File: src/rtl/uncache_store_queue_pkg.sv
// Shared types for the uncached posted-write queue: FSM encoding, SRAM-like
// size codes and the packed store-entry record held in the FIFO.
package uncache_store_queue_pkg;

    // Downstream activity of the queue.
    typedef enum logic [1:0] {
        ST_IDLE       = 2'd0,
        ST_DRAIN_WAIT = 2'd1,
        ST_LOAD_WAIT  = 2'd2
    } sq_state_e;

    // SRAM-like access size encodings.
    localparam logic [1:0] SIZE_BYTE = 2'd0;
    localparam logic [1:0] SIZE_HALF = 2'd1;
    localparam logic [1:0] SIZE_WORD = 2'd2;

    // Default datapath widths of the uncached port.
    localparam int SQ_ADDR_W = 32;
    localparam int SQ_DATA_W = 32;

    // One posted store at the default widths; field order matches the packing
    // used by the top level, so the flat entry can be cast to this record.
    typedef struct packed {
        logic [SQ_ADDR_W-1:0]   addr;
        logic [1:0]             size;
        logic [SQ_DATA_W-1:0]   wdata;
        logic [SQ_DATA_W/8-1:0] wstrb;
    } sq_entry_t;

    // Flat width of a store entry {addr, size, wdata, wstrb} for any widths.
    function automatic int sq_entry_width(input int addr_w, input int data_w);
        return addr_w + 2 + data_w + (data_w / 8);
    endfunction

endpackage

File: src/rtl/uncache_store_queue_fifo.sv
// Generic circular FIFO: DEPTH entries of WIDTH bits, power-of-two depth so
// the pointers wrap naturally. Push is ignored when full, pop when empty.
module uncache_store_queue_fifo #(
    parameter int DEPTH = 8,
    parameter int WIDTH = 32
) (
    input  logic                     clk,
    input  logic                     rst,
    input  logic                     push_i,
    input  logic [WIDTH-1:0]         push_data_i,
    input  logic                     pop_i,
    output logic [WIDTH-1:0]         head_data_o,
    output logic [$clog2(DEPTH):0]   count_o,
    output logic                     full_o,
    output logic                     empty_o
);

    localparam int PTR_W = $clog2(DEPTH);
    localparam logic [PTR_W:0]   FULL_CNT = (PTR_W + 1)'(DEPTH);
    localparam logic [PTR_W:0]   CNT_ONE  = (PTR_W + 1)'(1);
    localparam logic [PTR_W-1:0] PTR_ONE  = PTR_W'(1);

    logic [WIDTH-1:0] mem_q [DEPTH];
    logic [PTR_W-1:0] head_q, head_d;
    logic [PTR_W-1:0] tail_q, tail_d;
    logic [PTR_W:0]   count_q, count_d;
    logic             do_push_s, do_pop_s;

    assign full_o      = (count_q == FULL_CNT);
    assign empty_o     = (count_q == {(PTR_W + 1){1'b0}});
    assign count_o     = count_q;
    assign head_data_o = mem_q[head_q];
    assign do_push_s   = push_i & ~full_o;
    assign do_pop_s    = pop_i & ~empty_o;

    // Pointer and occupancy next-state; simultaneous push and pop keep count.
    always_comb begin
        head_d  = head_q;
        tail_d  = tail_q;
        count_d = count_q;
        if (do_push_s) begin
            tail_d = tail_q + PTR_ONE;
        end else begin
            tail_d = tail_q;
        end
        if (do_pop_s) begin
            head_d = head_q + PTR_ONE;
        end else begin
            head_d = head_q;
        end
        case ({do_push_s, do_pop_s})
            2'b10:   count_d = count_q + CNT_ONE;
            2'b01:   count_d = count_q - CNT_ONE;
            default: count_d = count_q;
        endcase
    end

    // Pointer and occupancy registers.
    always_ff @(posedge clk) begin
        if (rst) begin
            head_q  <= {PTR_W{1'b0}};
            tail_q  <= {PTR_W{1'b0}};
            count_q <= {(PTR_W + 1){1'b0}};
        end else begin
            head_q  <= head_d;
            tail_q  <= tail_d;
            count_q <= count_d;
        end
    end

    // Entry storage, written at the tail; contents are not reset.
    always_ff @(posedge clk) begin
        if (do_push_s) begin
            mem_q[tail_q] <= push_data_i;
        end
    end

endmodule

File: src/rtl/uncache_store_queue.sv
// In-order posted-write queue on the uncached path. Stores are acked early
// and drained one at a time; loads wait until the queue is fully drained so
// MMIO ordering is preserved.
module uncache_store_queue
    import uncache_store_queue_pkg::*;
#(
    parameter int DEPTH  = 8,
    parameter int ADDR_W = 32,
    parameter int DATA_W = 32,
    parameter int CNT_W  = 32
) (
    input  logic                    clk,
    input  logic                    rst,
    input  logic                    cpu_req,
    input  logic                    cpu_wr,
    input  logic [1:0]              cpu_size,
    input  logic [ADDR_W-1:0]       cpu_addr,
    input  logic [DATA_W-1:0]       cpu_wdata,
    input  logic [DATA_W/8-1:0]     cpu_wstrb,
    output logic [DATA_W-1:0]       cpu_rdata,
    output logic                    cpu_addr_ok,
    output logic                    cpu_data_ok,
    output logic                    mem_req,
    output logic                    mem_wr,
    output logic [1:0]              mem_size,
    output logic [ADDR_W-1:0]       mem_addr,
    output logic [DATA_W-1:0]       mem_wdata,
    output logic [DATA_W/8-1:0]     mem_wstrb,
    input  logic [DATA_W-1:0]       mem_rdata,
    input  logic                    mem_addr_ok,
    input  logic                    mem_data_ok,
    output logic [$clog2(DEPTH):0]  count,
    output logic                    drained,
    output logic [CNT_W-1:0]        full_stall_cnt
);

    localparam int STRB_W  = DATA_W / 8;
    localparam int ENTRY_W = sq_entry_width(ADDR_W, DATA_W);
    localparam logic [CNT_W-1:0] STALL_ONE = CNT_W'(1);

    sq_state_e          state_q, state_d;
    logic               ack_q, ack_d;
    logic [CNT_W-1:0]   stall_cnt_q, stall_cnt_d;

    logic [ENTRY_W-1:0] push_entry_s, head_entry_s;
    logic [ADDR_W-1:0]  head_addr_s;
    logic [1:0]         head_size_s;
    logic [DATA_W-1:0]  head_wdata_s;
    logic [STRB_W-1:0]  head_wstrb_s;
    logic               fifo_full_s, fifo_empty_s;
    logic               in_idle_s, in_load_wait_s;
    logic               push_s, pop_s, drain_issue_s, load_ok_s, stall_evt_s;

    assign push_entry_s = {cpu_addr, cpu_size, cpu_wdata, cpu_wstrb};
    assign {head_addr_s, head_size_s, head_wdata_s, head_wstrb_s} = head_entry_s;

    assign in_idle_s      = (state_q == ST_IDLE);
    assign in_load_wait_s = (state_q == ST_LOAD_WAIT);

    // Stores are refused during a load so CPU responses stay in order.
    assign push_s        = cpu_req & cpu_wr & ~fifo_full_s & ~in_load_wait_s;
    assign drain_issue_s = in_idle_s & ~fifo_empty_s;
    assign pop_s         = drain_issue_s & mem_addr_ok;
    assign load_ok_s     = in_idle_s & fifo_empty_s & cpu_req & ~cpu_wr;
    assign stall_evt_s   = cpu_req & cpu_wr & fifo_full_s;

    assign drained        = fifo_empty_s & in_idle_s;
    assign full_stall_cnt = stall_cnt_q;

    uncache_store_queue_fifo #(
        .DEPTH (DEPTH),
        .WIDTH (ENTRY_W)
    ) u_fifo (
        .clk         (clk),
        .rst         (rst),
        .push_i      (push_s),
        .push_data_i (push_entry_s),
        .pop_i       (pop_s),
        .head_data_o (head_entry_s),
        .count_o     (count),
        .full_o      (fifo_full_s),
        .empty_o     (fifo_empty_s)
    );

    // FSM next state: one downstream transaction in flight at a time.
    always_comb begin
        state_d = state_q;
        case (state_q)
            ST_IDLE: begin
                if (pop_s) begin
                    state_d = ST_DRAIN_WAIT;
                end else if (load_ok_s && mem_addr_ok) begin
                    state_d = ST_LOAD_WAIT;
                end else begin
                    state_d = ST_IDLE;
                end
            end
            ST_DRAIN_WAIT: begin
                if (mem_data_ok) begin
                    state_d = ST_IDLE;
                end else begin
                    state_d = ST_DRAIN_WAIT;
                end
            end
            ST_LOAD_WAIT: begin
                if (mem_data_ok) begin
                    state_d = ST_IDLE;
                end else begin
                    state_d = ST_LOAD_WAIT;
                end
            end
            default: state_d = ST_IDLE;
        endcase
    end

    // Downstream port: queued head store has priority, else pass-through load.
    always_comb begin
        mem_req   = 1'b0;
        mem_wr    = 1'b0;
        mem_size  = 2'b00;
        mem_addr  = {ADDR_W{1'b0}};
        mem_wdata = {DATA_W{1'b0}};
        mem_wstrb = {STRB_W{1'b0}};
        if (drain_issue_s) begin
            mem_req   = 1'b1;
            mem_wr    = 1'b1;
            mem_size  = head_size_s;
            mem_addr  = head_addr_s;
            mem_wdata = head_wdata_s;
            mem_wstrb = head_wstrb_s;
        end else if (load_ok_s) begin
            mem_req   = cpu_req;
            mem_wr    = cpu_wr;
            mem_size  = cpu_size;
            mem_addr  = cpu_addr;
            mem_wdata = cpu_wdata;
            mem_wstrb = cpu_wstrb;
        end else begin
            mem_req   = 1'b0;
        end
    end

    // CPU port: early store ack via the flop, load response straight through.
    always_comb begin
        cpu_addr_ok = push_s | (load_ok_s & mem_addr_ok);
        cpu_data_ok = ack_q | (in_load_wait_s & mem_data_ok);
        if (in_load_wait_s) begin
            cpu_rdata = mem_rdata;
        end else begin
            cpu_rdata = {DATA_W{1'b0}};
        end
    end

    // Store-ack and saturating full-stall counter next state.
    always_comb begin
        ack_d = push_s;
        if (stall_evt_s && (stall_cnt_q != {CNT_W{1'b1}})) begin
            stall_cnt_d = stall_cnt_q + STALL_ONE;
        end else begin
            stall_cnt_d = stall_cnt_q;
        end
    end

    // Control registers; reset discards any outstanding transaction.
    always_ff @(posedge clk) begin
        if (rst) begin
            state_q     <= ST_IDLE;
            ack_q       <= 1'b0;
            stall_cnt_q <= {CNT_W{1'b0}};
        end else begin
            state_q     <= state_d;
            ack_q       <= ack_d;
            stall_cnt_q <= stall_cnt_d;
        end
    end

endmodule

File: config.mk
export PLATFORM = sky130hd
export DESIGN_NAME = uncache_store_queue
export DESIGN_NICKNAME = d
export VERILOG_FILES = /design/src/rtl/uncache_store_queue_pkg.sv /design/src/rtl/uncache_store_queue_fifo.sv /design/src/rtl/uncache_store_queue.sv
export SDC_FILE = /design/constraint.sdc
export NUM_CORES = 1
export LEC_CHECK = 0
export CORE_MARGIN = 3
export CORE_UTILIZATION = 30
export DETAILED_ROUTE_END_ITERATION = 8
export HOLD_SLACK_MARGIN = 0.15
export SLEW_MARGIN = 20
export SYNTH_ARGS = -nofsm -noshare
export SYNTH_HDL_FRONTEND = slang
export SYNTH_HIERARCHICAL = 1
export SYNTH_SLANG_ARGS = --single-unit
File: constraint.sdc
create_clock -name clk -period 10 [get_ports clk]
set_input_delay 2.5 -clock clk [delete_from_list [all_inputs] [get_ports clk]]
set_output_delay 2.5 -clock clk [all_outputs]
set_load 0.03 [all_outputs]
==> results of run 1 <==
## synth_stat cells, types with 4 or more instances
| cell type | count | area [um2] |
|---|---|---|
| edfxtp_1 | 560 | 16800 |
| mux4_2 | 140 | 3150 |
| mux2_2 | 73 | 822 |
| a22o_1 | 70 | 613 |
| dfxtp_1 | 48 | 961 |
| clkbuf_1 | 37 | 139 |
| and2_1 | 33 | 206 |
| nor2_1 | 32 | 120 |
| nand2_1 | 24 | 90.1 |
| a21oi_1 | 20 | 100 |
| buf_2 | 15 | 75.1 |
| buf_6 | 14 | 158 |
| nand3_1 | 13 | 65.1 |
| or3_1 | 13 | 81.3 |
| inv_1 | 11 | 41.3 |
| nand4_1 | 10 | 62.6 |
| o31ai_1 | 10 | 75.1 |
| or4_1 | 10 | 75.1 |
| o21ai_0 | 9 | 45.0 |
| nor3_1 | 8 | 40.0 |
| nor2b_1 | 7 | 43.8 |
| ha_1 | 6 | 75.1 |
| a21oi_2 | 5 | 43.8 |
| nor4_1 | 5 | 31.3 |
| or2_2 | 5 | 31.3 |
| xor2_1 | 5 | 43.8 |
| mux2_4 | 4 | 60.1 |
| nand2b_1 | 4 | 25.0 |
| xnor2_1 | 4 | 35.0 |
## worst min path at each step
stage / start / endpoint / slack (ns) / cells past startpoint
floorplan: u_fifo/tail_q[0] / u_fifo/tail_q[0] / 0.46 / 2
global placement: u_fifo/tail_q[0] / u_fifo/tail_q[0] / 0.47 / 2
detailed placement: full_stall_cnt[21] / full_stall_cnt[21] / 0.49 / 2
CTS: full_stall_cnt[21] / full_stall_cnt[21] / 0.50 / 2
global route: full_stall_cnt[31] / full_stall_cnt[31] / 0.54 / 2
finish: full_stall_cnt[21] / full_stall_cnt[21] / 0.50 / 2
## metrics by stage
| stage | util [%] | total power [mW] | instances | cell area (um2) | worst slack [ns] |
|---|---|---|---|---|---|
| 3_5_place_dp | 34.9 | 3.44 | 2505 | 28200 | 2.32 |
| 3_3_place_gp | 34.9 | 3.43 | 2505 | 28200 | 2.42 |
| 5_1_grt | 37.5 | 5.95 | 2625 | 30300 | 2.23 |
| 2_1_floorplan | - | 3.19 | 1241 | 24500 | 1.25 |
| 4_1_cts | 37.5 | 5.82 | 2625 | 30300 | 2.32 |
| 6_report | 37.5 | 5.73 | 2625 | 30300 | 2.37 |
## critical path: cells and delay by family
kind,cells,cell delay (ns)
compound gates,1,0.24
simple gates,1,0.52
buf+inv,3,1.81
## sequential cells by signal, indices dropped and copies added, names as in the netlist, named ones only
name	count
ack_q	1
full_stall_cnt	32
state_q	2
u_fifo/count_o	4
u_fifo/head_q	3
u_fifo/mem_q	560
u_fifo/tail_q	3
## where the power goes
part | total, mW | internal (mW) | switching, mW
Clock | 2.35 | 1.37 | 0.973
Sequential | 2.82 | 2.81 | 0.0119
Combinational | 0.564 | 0.250 | 0.314
Total | 5.73 | 4.43 | 1.30
## cell families (layout without fill, tap and decap cells)
family	after synthesis	after routing
AOI/OAI and AO/OA	127	127
xor gates and xnor gates	9	9
adders and majority gates	6	6
buffers and inverters	84	408
DFF	608	608
muxes	220	220
and+or+nand+nor	187	187
## layer usage
layer	track usage, %	share of wire (%)
met1	17.3	43
met2	23.0	51
met3	1.99	3.8
met4	4.33	2.0
met5	0	0.023
## layout make-up
type,count,area (um2)
Clock buffer,80,1770
Clock inverter,40,329
Fill cell,7348,50500
Inverter,11,41.3
Multi-Input combinational cell,549,6360
Sequential cell,608,17800
Tap cell,1060,1330
Timing Repair Buffer,277,2720
==> flow_metrics.py, run 1 <==
metrics = {
    "outcome": {
        "status": "complete, no violations",
    },
    "timing": {
        "whs_ns": 0.499,
        "fmax_mhz": 131,
        "final_hold_viol_count": 0,
        "fin_setup_tns_ns": 0,
        "finalCritPeriodShare_pct": 76.3,
        "slew_violations": 0,
        "slew_headroom_pct": 33.4,
        "worst_slew_pin_slew_ns": 1.00,
        "skew_ns": 0.0183,
        "grt_setup_unrepaired": "false",
        "period_needed_ns": 7.63,
        "setup_viol": 0,
    },
    "clocking": {
        "cts_resized": 0,
        "root_buffer": "clkbuf_16",
        "cts_htree_levels": 3,
        "path_clk_slew_ns": 0.06,
        "hold_buffers": 0,
        "ctsLongestPathBuffers": 3,
        "cts_made_buffers": 67,
        "cts_tree": "built",
        "insertion_delay_ns": 0.60,
        "clock_sinks": 608,
        "post_cts_buffers": 0,
    },
    "power": {
        "vdd_drop_max_v": 0.000106,
        "power.leakage_nw": 9.29,
        "power_density_nw_per_um2": 189,
    },
    "synth": {
        "synth.distinct_cells": 61,
        "synth_nets": 1355,
        "synth_edf_count": 560,
        "avgSynthCellArea_um2": 19.8,
        "syn_area_um2": 24500,
        "synthAdderAreaFrac_pct": 0.306,
        "synth_top_family_by_area": "multiplexers",
        "synthMuxAreaShare_pct": 16.6,
        "ys_seq_elements": 608,
        "yosys_warnings": 6,
        "synth_compound_area_share_pct": 4.01,
        "synth-simple-area-share_pct": 4.46,
        "yosys.area_share.xor_xnor_pct": 0.321,
        "synthCells": 1241,
        "synth_flop_cell": "edfxtp_1",
        "ys_async_sr_fraction_pct": 0,
        "seq_area_frac_synth_pct": 72.4,
    },
    "critical_path": {
        "crit_path_top_delay_cell": "clkdlybuf4s50_1",
        "rrSetupSlack_ns": 6.25,
        "cp_max_fo": 53,
        "worst_path_most_repeated_cell": "clkdlybuf4s50_1",
        "cp-endpoint": "mem_addr[8]",
        "crit_chain": "clkdlybuf4s50_1 -> and3b_4 -> buf_4 -> a22o_1 -> clkdlybuf4s50_1",
        "r2r-start": "u_fifo/count_o[1]",
        "arrival_ns": 5.13,
        "critPathKind": "input port to primary output",
        "startpoint_type": "input port",
        "cp.required_ns": 7.50,
        "r2r_cells": 7,
        "max_stage_delay_ns": 0.69,
        "rr_endpoint": "full_stall_cnt[19]",
        "worstSetupStartpoint": "cpu_wr",
        "endpoint_kind": "primary output",
    },
    "floorplan": {
        "fp.dieH_um": 292,
        "die_x_um": 292,
        "start_util_pct": 30.4,
        "die-area_um2": 85300,
        "row_count": 104,
        "pin_count": 251,
        "core_area_um2": 80800,
    },
    "global_route": {
        "grt_max_degree": 76,
        "grtUsageTotal_pct": 13.3,
        "antenna_found_initial": 1,
        "grt_pass1_wl_um": 86200,
        "grt-ovfl-total": 0,
        "grt_pass1_vias": 13740,
    },
    "detailed_routing": {
        "avgRoutedWirePerCell_um": 21.5,
        "first_iter_violations": 717,
        "ant_nets": 0,
        "drc": 0,
        "vias_per_cell": 4.86,
        "via_count": 12758,
        "routed_wl_um": 56500,
        "drtPass1Iterations": 5,
    },
    "finish": {
        "nets": 1628,
        "diodes": 0,
        "final_common_cell": "edfxtp_1",
        "syn2layout_area_growth_pct": 23.6,
        "layout_common_cells": "edfxtp_1, clkdlybuf4s50_1, mux4_2, mux2_2, a22o_1",
        "drive_gt1_share_pct": 24.3,
    },
    "placed_design": {
        "dp_hpwl_um": 33300,
        "finalWeightedCongestion": 0.741,
        "io_buffers": 250,
    },
    "flow_run": {
        "maxCapViolCount": 0,
    },
    "worst_hold_path": {
        "hold_path.class": "flop to flop",
    },
}
(Power assumes the default switching activity.)
==> run 2: changes to the inputs <==
clock period = 6.7 ns   (was 10 ns; I/O delays follow)
==> flow_metrics.py, run 2 (synthesis results as in run 1) <==
metrics = {
    "detailed_routing": {
        "drc": 0,
        "routed_wl_um": 56500,
        "first_iter_violations": 717,
        "avgRoutedWirePerCell_um": 21.5,
        "via_count": 12807,
        "ant_nets": 0,
        "vias_per_cell": 4.86,
        "drtPass1Iterations": 4,
    },
    "critical_path": {
        "endpoint_kind": "primary output",
        "worst_path_most_repeated_cell": "clkdlybuf4s50_1",
        "path_depth": 5,
        "max_stage_delay_ns": 0.73,
        "critPathKind": "input port to primary output",
        "critical_path_buf_inv_count": 3,
        "crit_chain": "clkdlybuf4s50_1 -> and3b_4 -> buf_12 -> a22o_1 -> clkdlybuf4s50_1",
        "cp_top_family": "buffers and inverters",
        "cp_max_fo": 40,
        "startpoint_type": "input port",
        "r2r_cells": 8,
        "arrival_ns": 4.13,
        "cp.required_ns": 5.03,
        "crit_path_top_delay_cell": "clkdlybuf4s50_1",
    },
    "finish": {
        "syn2layout_area_growth_pct": 25.1,
        "final_common_cell": "edfxtp_1",
        "largest_register_ffs": 560,
        "layout_common_cells": "edfxtp_1, clkdlybuf4s50_1, mux4_2, mux2_2",
        "regMostFlops": "u_fifo/mem_q",
        "nets": 1632,
        "final_area_um2": 30700,
        "drive_gt1_share_pct": 24.9,
    },
    "placed_design": {
        "io_buffers": 250,
        "dp_hpwl_um": 32900,
        "place_ws_ns": 0.908,
        "placed_cell_area_um2": 28400,
        "finalWeightedCongestion": 0.806,
    },
    "clocking": {
        "root_buffer": "clkbuf_16",
        "hold_buffers": 0,
        "clock_sinks": 608,
        "insertion_delay_ns": 0.58,
        "cts_tree": "built",
        "cts_htree_levels": 3,
        "cts_resized": 0,
        "post_cts_buffers": 0,
        "cts_made_buffers": 68,
        "ctsLongestPathBuffers": 3,
        "path_clk_slew_ns": 0.06,
    },
    "timing": {
        "setup_slack_ns": 0.898,
        "final_hold_viol_count": 0,
        "worst_slew_pin_slew_ns": 1.08,
        "fin_setup_tns_ns": 0,
        "grt_setup_unrepaired": "false",
        "fmax_mhz": 172,
        "finalCritPeriodShare_pct": 86.6,
        "period_needed_ns": 5.80,
        "setup_viol": 0,
        "slew_violations": 0,
        "skew_ns": 0.0177,
        "slew_headroom_pct": 28.2,
    },
    "power": {
        "power_density_nw_per_um2": 287,
        "vdd_drop_max_v": 0.000150,
        "p_sw_mw": 1.96,
        "power_frac_seq_pct": 47.7,
        "p_sw_share_pct": 22.3,
        "power.clock.fraction_pct": 42.7,
        "p_int_mw": 6.85,
        "power.leakage_nw": 9.41,
        "power_mw": 8.82,
        "combPwrFrac_pct": 9.5,
    },
    "floorplan": {
        "row_count": 104,
        "start_util_pct": 30.4,
        "fp.dieH_um": 292,
        "core_area_um2": 80800,
        "die_x_um": 292,
        "pin_count": 251,
        "die-area_um2": 85300,
    },
    "flow_run": {
        "maxCapViolCount": 0,
    },
    "worst_hold_path": {
        "holdPathStages": 2,
        "hold_path.class": "flop to flop",
    },
    "global_route": {
        "grt-ovfl-total": 0,
        "grt_pass1_vias": 13913,
        "grt_pass1_wl_um": 86700,
        "antenna_found_initial": 3,
        "grtUsageTotal_pct": 13.4,
        "grt_max_degree": 60,
    },
    "outcome": {
        "status": "complete, no violations",
    },
}
==> run 2: area by class of cell <==
cell class                 count  area [um2]
antenna                        2        5.00
clock buffer                  83        1810
clock inverter                41         488
fill                        7275       50100
inverter                      11        41.3
multi-input combinational    549        6370
sequential                   608       17800
tap                         1060        1330
timing repair buffer         280        2870
==> run 2: worst paths after layout <==
check / startpoint / end / slack (ns)
worst max register to register: u_fifo/count_o[1] / u_fifo/mem_q[2][45] / 3.18
worst max-delay path: cpu_wr / mem_wstrb[1] / 0.90
worst min register to register: full_stall_cnt[31] / full_stall_cnt[31] / 0.51
worst min-delay path: full_stall_cnt[31] / full_stall_cnt[31] / 0.51
==> run 2: routing by layer <==
layer,GRT usage (%),vias up,part of all wire (%)
met5,0,-,0.023
met4,3.54,2,2.0
met3,3.36,86,5.4
met2,22.5,321,49
met1,17.4,6696,44
li1,-,5702,-
==> run 2: tightest hold or removal path: cells and delay by family (launching register included) <==
kind | cells | cell delay, ns
flops | 1 | 0.33
compound gates | 2 | 0.13
==> run 2: through the flow <==
stage	hold slack, ns	util (%)	std cells
after floorplan	0.462	-	1241
after global placement	0.469	35.1	2508
after detailed placement	0.499	35.1	2508
after CTS	0.509	38.0	2632
after global routing	0.534	38.0	2632
final	0.510	38.0	2634
==> run 2: power groups by stage <==
stage               Combinational (mW)  Clock, mW  Sequential [mW]
floorplan                        0.480          0             4.28
global placement                 0.841          0             4.29
detailed placement               0.854          0             4.29
CTS                              0.858       3.90             4.21
global route                     0.897       4.06             4.21
finish                           0.841       3.77             4.21
